`src/rtl/i2c_target_responder.sv`:
```
// i2c_target_responder
//   I2C target that answers one 7-bit address (SLAVE_ADDR) and serves writes
//   and reads against a small byte memory with an auto-incrementing pointer.
//   The first byte of a write sets the pointer. Later write bytes are stored at
//   the pointer. Reads return bytes starting at the current pointer.
//   Optional feature macro: I2C_CLK_STRETCH_EN. When it is defined, SCL is held
//   low for STRETCH_CYCLES clks after every ACK/NACK bit.
//   Handshake: byte_valid_o is a one-clk strobe with no backpressure.
//   byte_data_o and byte_dir_o are meaningful only while byte_valid_o is high.
//   The FSM state is held in 'state' so that checkers can bind to it.
module i2c_target_responder #(
    parameter int                        I2C_ADDR_WIDTH = 7,
    parameter int                        I2C_DATA_WIDTH = 8,
    parameter logic [I2C_ADDR_WIDTH-1:0] SLAVE_ADDR     = 7'h22,
    parameter int                        MEM_DEPTH      = 8,
    parameter int                        STRETCH_CYCLES = 16
) (
    input  logic                      clk_i,
    input  logic                      rst_n_i,
    input  logic                      scl_i,
    input  logic                      sda_i,
    output logic                      sda_oe_o,
    output logic                      scl_oe_o,
    output logic                      byte_valid_o,
    output logic [I2C_DATA_WIDTH-1:0] byte_data_o,
    output logic                      byte_dir_o,
    output logic                      busy_o
);

    localparam int PTR_W = (MEM_DEPTH > 1) ? $clog2(MEM_DEPTH) : 1;
    localparam int DW    = I2C_DATA_WIDTH;

    typedef enum logic [2:0] {
        IDLE, ADDR, ADDR_ACK, IGNORE, PTR, WR_DATA, RD_DATA, RD_ACK
    } state_t;

    state_t           state;
    logic [2:0]       scl_sync, sda_sync;  // [0] metastable, [1] synced, [2] history
    logic             scl_now, scl_old, sda_now, sda_old;
    logic             start_det, stop_det, scl_rise, scl_fall, ninth_fall, stretching;
    logic [3:0]       bit_cnt;             // SCL rises seen in the current 9-bit slot
    logic [DW-1:0]    shift_q;
    logic [DW-1:0]    rd_byte;
    logic             rw_q;
    logic             nack_q;
    logic [PTR_W-1:0] ptr;
    logic [DW-1:0]    mem [MEM_DEPTH];

    // Non power-of-two depths, or a zero stretch length, are not supported.
    // This block is a named marker for such a configuration and holds no logic.
    if (MEM_DEPTH < 2 || (MEM_DEPTH & (MEM_DEPTH - 1)) != 0 || STRETCH_CYCLES < 1) begin : g_unsupported_cfg
    end

    // Bring the asynchronous bus lines into the clk domain and keep one history flop.
    always_ff @(posedge clk_i or negedge rst_n_i) begin
        if (!rst_n_i) begin
            scl_sync <= 3'b111;
            sda_sync <= 3'b111;
        end else begin
            scl_sync <= {scl_sync[1:0], scl_i};
            sda_sync <= {sda_sync[1:0], sda_i};
        end
    end

    assign scl_now   = scl_sync[1];
    assign scl_old   = scl_sync[2];
    assign sda_now   = sda_sync[1];
    assign sda_old   = sda_sync[2];
    assign start_det = scl_now & scl_old & sda_old & ~sda_now;
    assign stop_det  = scl_now & scl_old & ~sda_old & sda_now;
    assign scl_rise  = scl_now & ~scl_old & ~stretching;
    assign scl_fall  = ~scl_now & scl_old;
    // The falling SCL edge that ends our ACK slot, or the master's ACK/NACK slot.
    assign ninth_fall = scl_fall && (bit_cnt == 4'd9) && !start_det && !stop_det &&
                        ((state == ADDR_ACK) || (state == PTR) ||
                         (state == WR_DATA) || (state == RD_ACK));

    // Protocol FSM. Bits are sampled on SCL rise, and SDA changes only on SCL fall.
    always_ff @(posedge clk_i or negedge rst_n_i) begin
        if (!rst_n_i) begin
            state        <= IDLE;
            bit_cnt      <= '0;
            shift_q      <= '0;
            rd_byte      <= '0;
            rw_q         <= 1'b0;
            nack_q       <= 1'b0;
            ptr          <= '0;
            sda_oe_o     <= 1'b0;
            byte_valid_o <= 1'b0;
            byte_data_o  <= '0;
            byte_dir_o   <= 1'b0;
            busy_o       <= 1'b0;
            for (int i = 0; i < MEM_DEPTH; i++) mem[i] <= '0;
        end else begin
            byte_valid_o <= 1'b0;
            if (start_det) begin
                state    <= ADDR;
                bit_cnt  <= '0;
                sda_oe_o <= 1'b0;
                busy_o   <= 1'b0;
            end else if (stop_det) begin
                state    <= IDLE;
                bit_cnt  <= '0;
                sda_oe_o <= 1'b0;
                busy_o   <= 1'b0;
            end else begin
                case (state)
                    ADDR: begin
                        if (scl_rise && bit_cnt < 4'd8) begin
                            shift_q <= {shift_q[DW-2:0], sda_now};
                            bit_cnt <= bit_cnt + 4'd1;
                        end else if (scl_fall && bit_cnt == 4'd8) begin
                            if (shift_q[I2C_ADDR_WIDTH:1] == SLAVE_ADDR) begin
                                state    <= ADDR_ACK;
                                sda_oe_o <= 1'b1;
                                busy_o   <= 1'b1;
                                rw_q     <= shift_q[0];
                            end else begin
                                state <= IGNORE;
                            end
                        end
                    end
                    ADDR_ACK: begin
                        if (scl_rise && bit_cnt == 4'd8) begin
                            bit_cnt <= 4'd9;
                        end else if (ninth_fall) begin
                            bit_cnt <= '0;
                            if (rw_q) begin
                                state    <= RD_DATA;
                                rd_byte  <= mem[ptr];
                                sda_oe_o <= ~mem[ptr][DW-1];
                                ptr      <= ptr + PTR_W'(1);
                            end else begin
                                state    <= PTR;
                                sda_oe_o <= 1'b0;
                            end
                        end
                    end
                    PTR, WR_DATA: begin
                        if (scl_rise && bit_cnt < 4'd8) begin
                            shift_q <= {shift_q[DW-2:0], sda_now};
                            bit_cnt <= bit_cnt + 4'd1;
                        end else if (scl_rise && bit_cnt == 4'd8) begin
                            bit_cnt <= 4'd9;
                        end else if (scl_fall && bit_cnt == 4'd8) begin
                            // A full byte has been received. It is committed here, so a
                            // START or STOP before this edge discards the partial byte.
                            sda_oe_o <= 1'b1;
                            if (state == PTR) begin
                                ptr <= shift_q[PTR_W-1:0];
                            end else begin
                                mem[ptr]     <= shift_q;
                                ptr          <= ptr + PTR_W'(1);
                                byte_valid_o <= 1'b1;
                                byte_data_o  <= shift_q;
                                byte_dir_o   <= 1'b0;
                            end
                        end else if (ninth_fall) begin
                            sda_oe_o <= 1'b0;
                            bit_cnt  <= '0;
                            state    <= WR_DATA;
                        end
                    end
                    RD_DATA: begin
                        if (scl_rise && bit_cnt < 4'd8) begin
                            bit_cnt <= bit_cnt + 4'd1;
                        end else if (scl_fall && bit_cnt == 4'd8) begin
                            sda_oe_o     <= 1'b0;
                            state        <= RD_ACK;
                            byte_valid_o <= 1'b1;
                            byte_data_o  <= rd_byte;
                            byte_dir_o   <= 1'b1;
                        end else if (scl_fall && bit_cnt != 4'd0) begin
                            sda_oe_o <= ~rd_byte[3'd7 - bit_cnt[2:0]];
                        end
                    end
                    RD_ACK: begin
                        if (scl_rise && bit_cnt == 4'd8) begin
                            nack_q  <= sda_now;
                            bit_cnt <= 4'd9;
                        end else if (ninth_fall) begin
                            bit_cnt <= '0;
                            if (nack_q) begin
                                state <= IGNORE;
                            end else begin
                                state    <= RD_DATA;
                                rd_byte  <= mem[ptr];
                                sda_oe_o <= ~mem[ptr][DW-1];
                                ptr      <= ptr + PTR_W'(1);
                            end
                        end
                    end
                    default: ;  // IDLE and IGNORE wait for START or STOP only
                endcase
            end
        end
    end

`ifdef I2C_CLK_STRETCH_EN
    localparam int STR_W = $clog2(STRETCH_CYCLES + 1);
    logic [STR_W-1:0] stretch_cnt;

    // Hold SCL low for STRETCH_CYCLES clks after each ACK/NACK slot. START or STOP releases it.
    always_ff @(posedge clk_i or negedge rst_n_i) begin
        if (!rst_n_i) begin
            stretch_cnt <= '0;
            scl_oe_o    <= 1'b0;
        end else if (start_det || stop_det) begin
            stretch_cnt <= '0;
            scl_oe_o    <= 1'b0;
        end else if (ninth_fall) begin
            stretch_cnt <= STR_W'(STRETCH_CYCLES - 1);
            scl_oe_o    <= 1'b1;
        end else if (stretch_cnt != '0) begin
            stretch_cnt <= stretch_cnt - 1'b1;
        end else begin
            scl_oe_o <= 1'b0;
        end
    end

    assign stretching = scl_oe_o;
`else
    assign scl_oe_o   = 1'b0;
    assign stretching = 1'b0;
`endif

endmodule

```
`config.mk`:
```
export PLATFORM = sky130hd
export DESIGN_NAME = i2c_target_responder
export DESIGN_NICKNAME = d
export VERILOG_FILES = /design/src/rtl/i2c_target_responder.sv
export SDC_FILE = /design/constraint.sdc
export NUM_CORES = 1
export LEC_CHECK = 0
export CORE_ASPECT_RATIO = 1.25
export CORE_MARGIN = 3
export CORE_UTILIZATION = 61
export CTS_CLUSTER_SIZE = 28
export DETAILED_ROUTE_END_ITERATION = 10
export GPL_ROUTABILITY_DRIVEN = 0
export MAX_ROUTING_LAYER = met4
export PLACE_DENSITY = 0.79
export SLEW_MARGIN = 25
export SYNTH_ARGS = -nofsm -noshare
export SYNTH_HDL_FRONTEND = slang
export SYNTH_SLANG_ARGS = --single-unit
```
`constraint.sdc`:
```
create_clock -name clk_i -period 2.86 [get_ports clk_i]
set_input_delay 0.858 -clock clk_i [delete_from_list [all_inputs] [get_ports clk_i]]
set_output_delay 0.858 -clock clk_i [all_outputs]
set_load 0.01 [all_outputs]
```
### Word-level counts from Yosys, hierarchy flattened

Cells that the tools add are included.
W data, S select, Z words.

| operators by class | value |
|---|---|
| add/subtract/negate cells | 3 |
| magnitude comparators | 4 |
| eq/ne operators | 40 |
| muxes and demuxes | 98 |
| bitwise operators | 19 |
| reductions and logical operators | 38 |

Operators with widths:

| kind | number |
|---|---|
| $mux W8 | 15 |
| $mux W3 | 25 |
| $bwmux W64 | 1 |
| $ne A4 B4 Y1 const B | 14 |
| $mux W1 | 37 |
| $mux W4 | 8 |
| $pmux W8 S2 | 2 |
| $bmux W8 S3 | 1 |
| $demux W8 S3 | 1 |
| $ne A2 B2 Y1 const B | 12 |
| $reduce_and A9 Y1 | 2 |
| $pmux W3 S5 | 1 |
| $reduce_and A14 Y1 | 1 |
| $reduce_and A13 Y1 | 1 |
| $eq A3 B3 Y1 const B | 4 |
| $pmux W4 S3 | 1 |
| $reduce_and A12 Y1 | 1 |
| $reduce_and A4 Y1 | 3 |
| $reduce_bool A3 Y1 | 4 |
| $not A1 Y1 | 11 |
| $ne A5 B5 Y1 const B | 2 |
| $logic_and A1 B1 Y1 | 9 |
| $pmux W3 S3 | 1 |
| $eq A4 B4 Y1 const B | 2 |
| other kinds (30) | 43 |

| storage, ports and cells | value |
|---|---|
| flip-flop bits (word level) | 110 |
| bits of input ports | 4 |
| output and inout bits | 13 |
| logic and storage cells | 224 |

### Depth between registers and ports, before layout

Gate-level depths: netlist of the first run.

| logic depth | value |
|---|---|
| depth after elaboration | 14 |
| gate-level depth with buffers | 9 |
| depth with buffers taken out | 7 |

### Least setup slack after synthesis of the first run

Ideal clock, no wire load.

| timing path | value |
|---|---|
| path kind | reg2reg |
| start point | register bit_cnt[0] |
| end point | register mem[16] (netlist name) |
| library setup time | 0.125 ns |
| arrival | 2.007 ns |
| data required time | 2.735 ns |
| setup slack | 0.728 ns |
| stages on the path, launching flop included | 7 |
| path buffers | 1 |
| clock period less this slack | 2.132 ns |
| cells stage by stage | dfrtp_1 > buf_6 > nor4b_4 > and2_4 > nand4_4 > nor3b_4 > mux2_2 |

| on the way | value |
|---|---|
| word-level cells in the longest chain between the ends | 4 |
| elaborated cells on any way between the ends | 8 |
| those cells by class | order compare (1); eq/ne (1); bitwise (2); reduce/logical (4) |

RTL lines:

| item | line | text |
|---|---|---|
| start: declaration | 41 | `logic [3:0] bit_cnt;` |
| start signal: assignment | 111 | `bit_cnt <= bit_cnt + 4'd1;` |
| start signal: assignment | 142 | `bit_cnt <= bit_cnt + 4'd1;` |
| start signal: assignment | 166 | `bit_cnt <= bit_cnt + 4'd1;` |
| $lt A4 B4 Y1 or $eq A4 B4 Y1 (tied branches) | 140, 143, 145 |  |
| $logic_and A1 B1 Y1 (on tied branches) | 140, 143 |  |
| $not A1 Y1 (no source line) | -- |  |
| $reduce_and A7 Y1 (no source line) (*) | -- |  |
| end signal: indexed assignment | 152 | `mem[ptr] <= shift_q;` |
| end: declaration | 47 | `logic [DW-1:0] mem [MEM_DEPTH];` |

Every way passes the cells marked *; elsewhere a longest branch is shown, timed or not.
A chain may end at the register's enable or synchronous reset.

### Worst setup path in the final report of the first run

| timing path | value |
|---|---|
| start point | register bit_cnt[0] |
| end point | register mem[39] (netlist name) |

Same word-level chain as after synthesis.

==> results of run 1 <==
[path summary, 6_finish.rpt]
path / endpoint / slack (ns) / cells past startpoint
max: mem[39] / 0.42 / 5
min: sda_sync[1] / 0.36 / 0
max reg2reg: mem[39] / 0.42 / 5
min reg2reg: sda_sync[1] / 0.36 / 0
max in group asynchronous: mem[56] / 1.89 / 2
min in group asynchronous: state[1] / 0.50 / 2
[power groups by stage]
stage          Combinational [mW]  Clock [mW]  Sequential, mW
6_report                     2.12       0.944            2.19
5_1_grt                      2.29        1.02            2.24
4_1_cts                      2.10       0.960            2.18
3_5_place_dp                 2.08           0            2.21
3_3_place_gp                 2.04           0            2.20
2_1_floorplan                1.59           0            2.04
[cell usage in the layout, fill, tap and decap left out, drive strengths merged, types with 5 or more instances in the layout]
cell	Yosys	layout
dfstp	6	6
buf	17	18
nor3	5	5
nand3	7	7
clkdlybuf4s50	0	14
o22ai	5	5
o21ai	25	25
a21oi	18	18
nor2	26	26
nor3b	5	5
nand2	26	26
nand2b	5	5
a22o	5	5
dfrtp	104	104
mux4	17	17
mux2	75	75
inv	5	7
clkbuf	15	11
mux2i	22	22
[cell families (layout without fill, tap and decap cells)]
family          count (synthesis)  count (layout)  synth area share [%]
simple gates                  101             101                  11.0
buf+inv                        38              54                  3.14
xor+xnor                        1               1                 0.157
fa+ha+maj                       5               5                  1.08
flops                         110             110                  49.5
compound gates                 77              77                  9.09
mux                           114             114                  26.0
other cells                     1               1                0.0672
[cells in the mapped netlist (3+ instances only)]
master and number:
buf_1 5, nor2b_1 4, dfrtp_1 104, buf_2 9, o21ai_1 6, nand2b_1 5, nor3b_1 3, mux4_2 16
nor2_1 24, a22o_1 5, clkbuf_1 13, mux2_2 75, o21ai_0 17, ha_1 4, nand4_1 3, nor3_1 4
nand2_1 26, inv_1 5, and3_1 4, nand3_1 5, o22ai_1 5, a21oi_1 17, mux2i_1 22, dfstp_2 6
[worst reg2reg max path, delay by kind of cell, from the launching register on]
family        cells  cell delay, ns
simple gates      4            1.41
mux               1            0.40
flops             1            0.53
[layer usage]
metal,track usage (%),up-vias,routed length (um)
met5,-,-,0
met4,8.65,0,325
met3,4.06,37,587
met2,41.7,155,6140
met1,31.7,1917,4930
li1,-,1678,-
[state kept, by name, indices dropped and copies added, names as in the netlist]
name,flops
mem,64
sda_oe_o,1
byte_dir_o,1
nack_q,1
bit_cnt,4
busy_o,1
state,3
rw_q,1
byte_data_o,8
shift_q,8
sda_sync,3
rd_byte,8
ptr,3
byte_valid_o,1
scl_sync,3
[per-stage QoR]
stage,std cells,setup WS (ns)
floorplan,447,0.728
global placement,567,0.480
detailed placement,567,0.441
CTS,583,0.432
global route,583,0.329
finish,583,0.419
[cell type report]
class                      count  area (um2)
sequential                   110        2760
clock inverter                 5        52.6
timing repair buffer          32         288
inverter                       6        22.5
tap                          120         150
multi-input combinational    299        2640
clock buffer                  11         151
fill                         663        2730
==> impl_metrics.py, run 1 <==
metrics = {
    "clock_network": {
        "postCtsSetupBuffers": 0,
        "cts_tree": "done",
        "clock_latency_ns": 0.38,
        "root_buffer": "clkbuf_8",
        "htree_levels": 3,
        "cts_made_buffers": 9,
        "clockBufferDepth": 2,
        "postCtsResizedCells": 0,
        "clkTransAtPathRegs_ns": 0.10,
        "numClockSinks": 110,
        "hold_buffers": 0,
    },
    "global_route": {
        "grt_usage_pct": 25.2,
        "grt_pass1_wl_um": 19700,
        "grt_max_degree": 111,
        "grt_pass1_vias": 3776,
        "antenna_found_initial": 0,
        "gr-total-overflow": 0,
    },
    "min_path": {
        "holdCritStartpoint": "sda_sync[0]",
        "hp-class": "flip-flop to flip-flop",
    },
    "synth": {
        "synth_top_area_cell": "dfrtp_1",
        "yosys.cell_types.count": 74,
        "syn_area_per_cell_um2": 12.5,
        "yosysSeqAreaShare_pct": 49.5,
        "syn_nets": 455,
        "yosys_warnings": 0,
        "yosys.area.top_type_share_pct": 46.7,
        "synth_seq_cells": 110,
        "synthCells": 447,
        "synth-main-ff-cell": "dfrtp_1",
        "synth-edff-count": 0,
        "async_reset_ff_share_pct": 100,
        "synthTopCellsByArea": "dfrtp_1 47%, mux2_2 15%, mux4_2 6.5%",
        "synth_area_mm2": 0.00558,
    },
    "pwr": {
        "combPwrFrac_pct": 40.4,
        "pwr-share-clk_pct": 17.9,
        "switching_share_pct": 39.5,
        "p_total_mw": 5.26,
        "ir_worst_vdd_mv": 0.550,
        "intPower_mw": 3.18,
        "power_frac_seq_pct": 41.7,
        "leakagePower_nw": 2.74,
        "p_per_area_mw_per_mm2": 867,
        "power_switching_mw": 2.08,
    },
    "finish": {
        "final_area_mm2": 0.00607,
        "fin_nets": 466,
        "drive_above_1_share_pct": 32.4,
        "fin_util_pct": 69.0,
        "antenna_cells": 0,
        "area_delta_synth_final_pct": 8.77,
    },
    "detailed_routing": {
        "drc": 0,
        "wl_per_cell_um": 20.6,
        "drtIter0Drc": 334,
        "route.antenna.remaining_nets": 0,
        "first_pass_iters": 5,
        "vias": 3787,
        "wl_um": 12000,
        "via_per_inst": 6.50,
    },
    "critical_path": {
        "slowest_stage": "dfrtp_1",
        "slowest_delay_ns": 0.53,
        "worstPathRequired_ns": 3.13,
        "critPathTopFamily": "simple AND/OR/NAND/NOR gates",
        "startpoint_type": "flip-flop",
        "cp_max_fo": 10,
        "crit_start": "bit_cnt[0]",
        "crit_buf_inv": 0,
        "critPathKind": "flip-flop to flip-flop",
        "cp.arrival_ns": 2.71,
        "crit_chain": "nor4b_4 -> and2_4 -> nand4_4 -> nor3b_4 -> mux2_2",
        "cp-end-kind": "flip-flop",
        "crit-reg2reg-launch": "bit_cnt[0]",
    },
    "floorplan": {
        "rows": 38,
        "die_w_um": 91.5,
        "dieArea_mm2": 0.0103,
        "fp.dieH_um": 113,
        "core_area_mm2": 0.00880,
        "start_util_pct": 63.4,
        "ios": 17,
    },
    "sta": {
        "setup_viol": 0,
        "slew_headroom_pct": 39.6,
        "fin_skew_ns": 0.0190,
        "post-route-period-util_pct": 85.4,
        "worst_pin_slew_ns": 0.905,
        "fin_crit_ns": 2.44,
        "finalMaxSlewViolations": 0,
        "final.setup.tns_ns": 0,
        "hold_viol_final": 0,
        "hold_ws_ns": 0.362,
        "max_freq_ghz": 0.410,
        "rsz0062_at_grt": "no",
    },
    "job": {
        "maxCapViolations": 0,
    },
    "placed_design": {
        "dp.final_hpwl_um": 8210,
        "place_area_mm2": 0.00586,
        "port_buffers": 15,
    },
    "run_status": {
        "status": "finished, final reports clean",
    },
}
Power figures use the tool's default switching activity.
==> run 2, diff against run 1 <==
--- a/config.mk
+++ b/config.mk
@@ -7,12 +7,13 @@
 export LEC_CHECK = 0
 export CORE_ASPECT_RATIO = 1.25
 export CORE_MARGIN = 3
-export CORE_UTILIZATION = 61
+export CORE_UTILIZATION = 64
 export CTS_CLUSTER_SIZE = 28
 export DETAILED_ROUTE_END_ITERATION = 10
+export DONT_BUFFER_PORTS = 1
 export GPL_ROUTABILITY_DRIVEN = 0
 export MAX_ROUTING_LAYER = met4
-export PLACE_DENSITY = 0.79
+export PLACE_DENSITY = 0.8
 export SLEW_MARGIN = 25
 export SYNTH_ARGS = -nofsm -noshare
 export SYNTH_HDL_FRONTEND = slang
==> impl_metrics.py, run 2 (synthesized netlist as in run 1, its figures left out) <==
metrics = {
    "sta": {
        "fin_skew_ns": 0.0112,
        "fin_crit_ns": 2.39,
        "worst_pin_slew_ns": 0.634,
        "rsz0062_at_grt": "no",
        "hold_viol_final": 0,
        "slew_headroom_pct": 57.4,
        "finalMaxSlewViolations": 0,
        "final.setup.tns_ns": 0,
        "post-route-period-util_pct": 83.6,
        "max_freq_ghz": 0.418,
        "setup_viol": 0,
    },
    "finish": {
        "largest_reg_flops": 64,
        "mostFrequentLayoutCell": "dfrtp_1",
        "largest-register": "mem",
        "mostFrequentLayoutCells": "104 x dfrtp_1, 75 x mux2_2, 26 x nand2_1, 24 x nor2_1, 22 x mux2i_1",
        "area_delta_synth_final_pct": 5.20,
        "drive_above_1_share_pct": 32.7,
        "fin_nets": 449,
        "fin_util_pct": 70.0,
        "antenna_cells": 0,
    },
    "critical_path": {
        "cp.arrival_ns": 2.66,
        "slowest_delay_ns": 0.52,
        "crit_buf_inv": 0,
        "critPathTopFamily": "simple AND/OR/NAND/NOR gates",
        "critPathKind": "flip-flop to flip-flop",
        "cp-end-kind": "flip-flop",
        "cp_max_fo": 10,
        "crit_chain": "nor4b_4 -> and2_4 -> nand4_4 -> nor3b_4 -> mux2_2",
        "worstPathRequired_ns": 3.13,
        "rrSetupSlack_ns": 0.47,
        "startpoint_type": "flip-flop",
        "slowest_stage": "dfrtp_1",
    },
    "clock_network": {
        "hold_buffers": 0,
        "cts_made_buffers": 9,
        "postCtsSetupBuffers": 0,
        "clkTransAtPathRegs_ns": 0.10,
        "htree_levels": 3,
        "clockBufferDepth": 2,
        "numClockSinks": 110,
        "postCtsResizedCells": 0,
        "cts_tree": "done",
        "clock_latency_ns": 0.38,
        "root_buffer": "clkbuf_8",
    },
    "detailed_routing": {
        "drc": 0,
        "drtIter0Drc": 320,
        "wl_per_cell_um": 20.6,
        "first_pass_iters": 5,
        "wl_um": 11600,
        "route.antenna.remaining_nets": 0,
        "via_per_inst": 6.56,
        "vias": 3691,
    },
    "run_status": {
        "status": "finished, final reports clean",
    },
    "floorplan": {
        "start_util_pct": 66.6,
        "ios": 17,
        "dieArea_mm2": 0.00988,
        "rows": 37,
        "fp.dieH_um": 110,
        "die_w_um": 89.5,
        "core_area_mm2": 0.00838,
    },
    "job": {
        "maxCapViolations": 0,
    },
    "pwr": {
        "ir_worst_vdd_mv": 0.444,
        "leakagePower_nw": 2.66,
        "p_per_area_mw_per_mm2": 858,
    },
    "global_route": {
        "grt_pass1_vias": 3632,
        "antenna_found_initial": 0,
        "gr-total-overflow": 0,
        "grt_pass1_wl_um": 18900,
        "grt_usage_pct": 26.6,
        "grt_max_degree": 111,
    },
    "placed_design": {
        "port_buffers": 0,
        "dp.final_hpwl_um": 8210,
    },
    "min_path": {
        "hp-class": "input port to async pin",
    },
}
-- run 2: cell count changes in the layout (fill, tap and decap cells not counted) --
cell	delta
buf_12	-1
buf_4	-2
clkbuf_1	+1
clkbuf_8	-1
clkdlybuf4s50_1	-14
clkinv_2	+1
clkinv_4	-1
clkinv_8	-1
clkinvlp_4	+1
inv_6	-1
inv_8	+1
-- run 2: area by class of cell --
cell class,count,area (um2)
Sequential cell,110,2760
Fill cell,580,2510
Inverter,6,22.5
Tap cell,117,146
Timing Repair Buffer,15,113
Multi-Input combinational cell,299,2640
Clock buffer,11,141
Clock inverter,5,42.5
-- run 2: per-layer routing --
| metal | up-vias | global-route usage [%] | part of all wire (%) |
|---|---|---|---|
| li1 | 1645 | - | - |
| met2 | 132 | 43.2 | 51 |
| met3 | 30 | 4.31 | 4.4 |
| met5 | - | - | 0 |
| met1 | 1884 | 33.8 | 42 |
| met4 | 0 | 9.47 | 2.5 |
-- run 2: worst paths after layout --
| check | start | endpoint | cells past startpoint |
|---|---|---|---|
| min in group clk_i | scl_sync[0] | scl_sync[1] | 0 |
| max in group asynchronous | rst_n_i | scl_sync[0] | 0 |
| worst max register to register | bit_cnt[0] | mem[39] | 5 |
| worst max-delay path | bit_cnt[0] | mem[39] | 5 |
| worst min-delay path | rst_n_i | bit_cnt[3] | 0 |
| worst min register to register | scl_sync[0] | scl_sync[1] | 0 |
-- run 2: worst register-to-register path, delay by kind of cell (launching register included) --
kind | cells | cell delay [ns]
flops | 1 | 0.52
mux | 1 | 0.39
simple gates | 4 | 1.37
-- run 2: where the power goes --
group | internal, mW | switching [mW]
clock | 0.352 | 0.539
combinational | 0.851 | 1.05
sequential | 1.83 | 0.409
-- run 2: per-stage QoR --
step | cells | setup slack [ns] | power (mW) | instance area (um2) | hold slack, ns
2_1_floorplan | 447 | 0.728 | 3.62 | 5580 | 0.345
3_3_place_gp | 547 | 0.526 | 4.06 | 5680 | 0.345
3_5_place_dp | 547 | 0.471 | 4.14 | 5680 | 0.348
4_1_cts | 563 | 0.470 | 5.02 | 5870 | 0.149
5_1_grt | 563 | 0.275 | 5.33 | 5870 | 0.142
6_report | 563 | 0.469 | 5.03 | 5870 | 0.166
==> run 3, diff against run 2 <==
==> constraint.sdc (replaced) <==
create_clock -name clk_i -period 2.3 [get_ports clk_i]
set_input_delay 0.69 -clock clk_i [delete_from_list [all_inputs] [get_ports clk_i]]
set_output_delay 0.69 -clock clk_i [all_outputs]
set_load 0.01 [all_outputs]
==> impl_metrics.py, run 3 (synthesized netlist as in run 1, its figures left out) <==
metrics = {
    "critical_path": {
        "critPathTopFamily": "compound AO/OA/AOI/OAI gates",
        "slowest_delay_ns": 0.60,
        "cp.arrival_ns": 2.48,
        "critPathKind": "flip-flop to flip-flop",
        "crit_end": "state[0]",
        "cp-end-kind": "flip-flop",
        "slowest_stage": "dfstp_2",
        "crit_chain": "and2b_2 -> and3_2 -> o22ai_1 -> a22o_1 -> a221oi_1 -> mux2i_1",
        "crit_cells": 6,
        "cp_max_fo": 8,
        "crit_buf_inv": 0,
        "worstPathRequired_ns": 2.60,
        "ff2ff_path_depth": 6,
        "crit-reg2reg-launch": "scl_sync[2]",
        "crit_start": "scl_sync[2]",
        "r2r-end": "state[0]",
        "rrSetupSlack_ns": 0.12,
        "startpoint_type": "flip-flop",
    },
    "sta": {
        "fin_skew_ns": 0.0125,
        "fin_crit_ns": 2.18,
        "post-route-period-util_pct": 94.9,
        "max_freq_ghz": 0.458,
        "setup_viol": 0,
        "fin_ws_ns": 0.118,
        "final.setup.tns_ns": 0,
        "hold_viol_final": 1,
        "slew_headroom_pct": 56.3,
        "rsz0062_at_grt": "no",
        "finalMaxSlewViolations": 0,
        "worst_pin_slew_ns": 0.651,
        "hold_ws_ns": -0.00270,
    },
    "detailed_routing": {
        "drc": 0,
        "first_pass_iters": 5,
        "wl_per_cell_um": 20.0,
        "vias": 3737,
        "route.antenna.remaining_nets": 0,
        "wl_um": 11700,
        "via_per_inst": 6.39,
        "drtIter0Drc": 197,
    },
    "floorplan": {
        "core_area_mm2": 0.00838,
        "ios": 17,
        "dieArea_mm2": 0.00988,
        "die_w_um": 89.5,
        "start_util_pct": 66.6,
        "fp.dieH_um": 110,
        "rows": 37,
    },
    "pwr": {
        "p_per_area_mw_per_mm2": 1060,
        "power_switching_mw": 2.53,
        "power_frac_seq_pct": 41.9,
        "pwr-share-clk_pct": 17.5,
        "ir_worst_vdd_mv": 0.539,
        "combPwrFrac_pct": 40.6,
        "intPower_mw": 3.89,
        "leakagePower_nw": 2.79,
        "switching_share_pct": 39.4,
    },
    "clock_network": {
        "htree_levels": 3,
        "clock_latency_ns": 0.38,
        "clkTransAtPathRegs_ns": 0.10,
        "cts_tree": "done",
        "postCtsSetupBuffers": 0,
        "clockBufferDepth": 2,
        "cts_made_buffers": 9,
        "numClockSinks": 110,
        "root_buffer": "clkbuf_8",
    },
    "finish": {
        "instances_no_fill": 585,
        "mostFrequentLayoutCell": "dfrtp_1",
        "fin_nets": 471,
        "antenna_cells": 0,
        "mostFrequentLayoutCells": "103 x dfrtp_1, 75 x mux2_2, 36 x buf_4, 26 x nand2_1, 24 x nor2_1",
        "largest_reg_flops": 64,
        "fill_cells": 541,
        "area_delta_synth_final_pct": 8.73,
        "largest-register": "mem",
        "fin_util_pct": 72.4,
        "drive_above_1_share_pct": 36.8,
    },
    "global_route": {
        "grt_pass1_vias": 3755,
        "grt_max_degree": 111,
        "grt_usage_pct": 26.6,
        "gr-total-overflow": 0,
        "antenna_found_initial": 0,
        "grt_pass1_wl_um": 18900,
    },
    "placed_design": {
        "port_buffers": 0,
        "dp_cells": 569,
        "place_ws_ns": 0.0447,
        "dp.final_hpwl_um": 8200,
    },
    "run_status": {
        "failed_checks": "negative hold slack",
        "status": "finished, violations left",
    },
    "job": {
        "maxCapViolations": 0,
    },
    "min_path": {
        "hp-class": "input port to async pin",
    },
}
-- run 3: power by group through the flow --
| stage | Combinational, mW | Sequential (mW) | Clock, mW |
|---|---|---|---|
| 2_1_floorplan | 1.97 | 2.53 | 0 |
| 3_3_place_gp | 2.49 | 2.71 | 0 |
| 3_5_place_dp | 2.55 | 2.73 | 0 |
| 4_1_cts | 2.57 | 2.69 | 1.15 |
| 5_1_grt | 2.83 | 2.75 | 1.23 |
| 6_report | 2.61 | 2.69 | 1.12 |
-- run 3: routing by layer --
| metal | global-route usage [%] | share of wire, % | wire (um) |
|---|---|---|---|
| met5 | - | 0 | 0 |
| met4 | 12.8 | 3.1 | 358 |
| met3 | 5.65 | 4.6 | 538 |
| met2 | 42.5 | 50 | 5890 |
| met1 | 32.0 | 42 | 4910 |
-- run 3: area by class of cell --
class	instances	area, um2	share of cell area, %
Clock buffer	9	124	2.04
Tap cell	117	146	2.41
Multi-Input combinational cell	299	2650	43.7
Inverter	6	22.5	0.371
Clock inverter	7	71.3	1.18
Timing Repair Buffer	37	290	4.79
Sequential cell	110	2760	45.5
-- run 3: per-stage QoR --
stage	total power, mW	cell area (um2)
floorplan	4.50	5580
finish	6.42	6060
global placement	5.19	5860
detailed placement	5.28	5860
global route	6.81	6060
CTS	6.41	6060
-- run 3: how the worst min path moves through the flow --
stage                            from              to  slack (ns)  cells past startpoint
final                         rst_n_i      bit_cnt[3]      -0.003                      0
after global routing          rst_n_i  byte_data_o[6]       -0.04                      0
after CTS                     rst_n_i      bit_cnt[1]       -0.02                      0
after detailed placement  sda_sync[0]     sda_sync[1]        0.35                      0
after global placement    scl_sync[0]     scl_sync[1]        0.35                      0
after floorplan           scl_sync[0]     scl_sync[1]        0.35                      0
-- run 3: what timing repair did --
| item | CTS | global route |
|---|---|---|
| endpoints found under the setup margin | 0 | 13 |
| hold endpoints to repair | 104 | 104 |
| gates resized for setup | 0 | 3 |
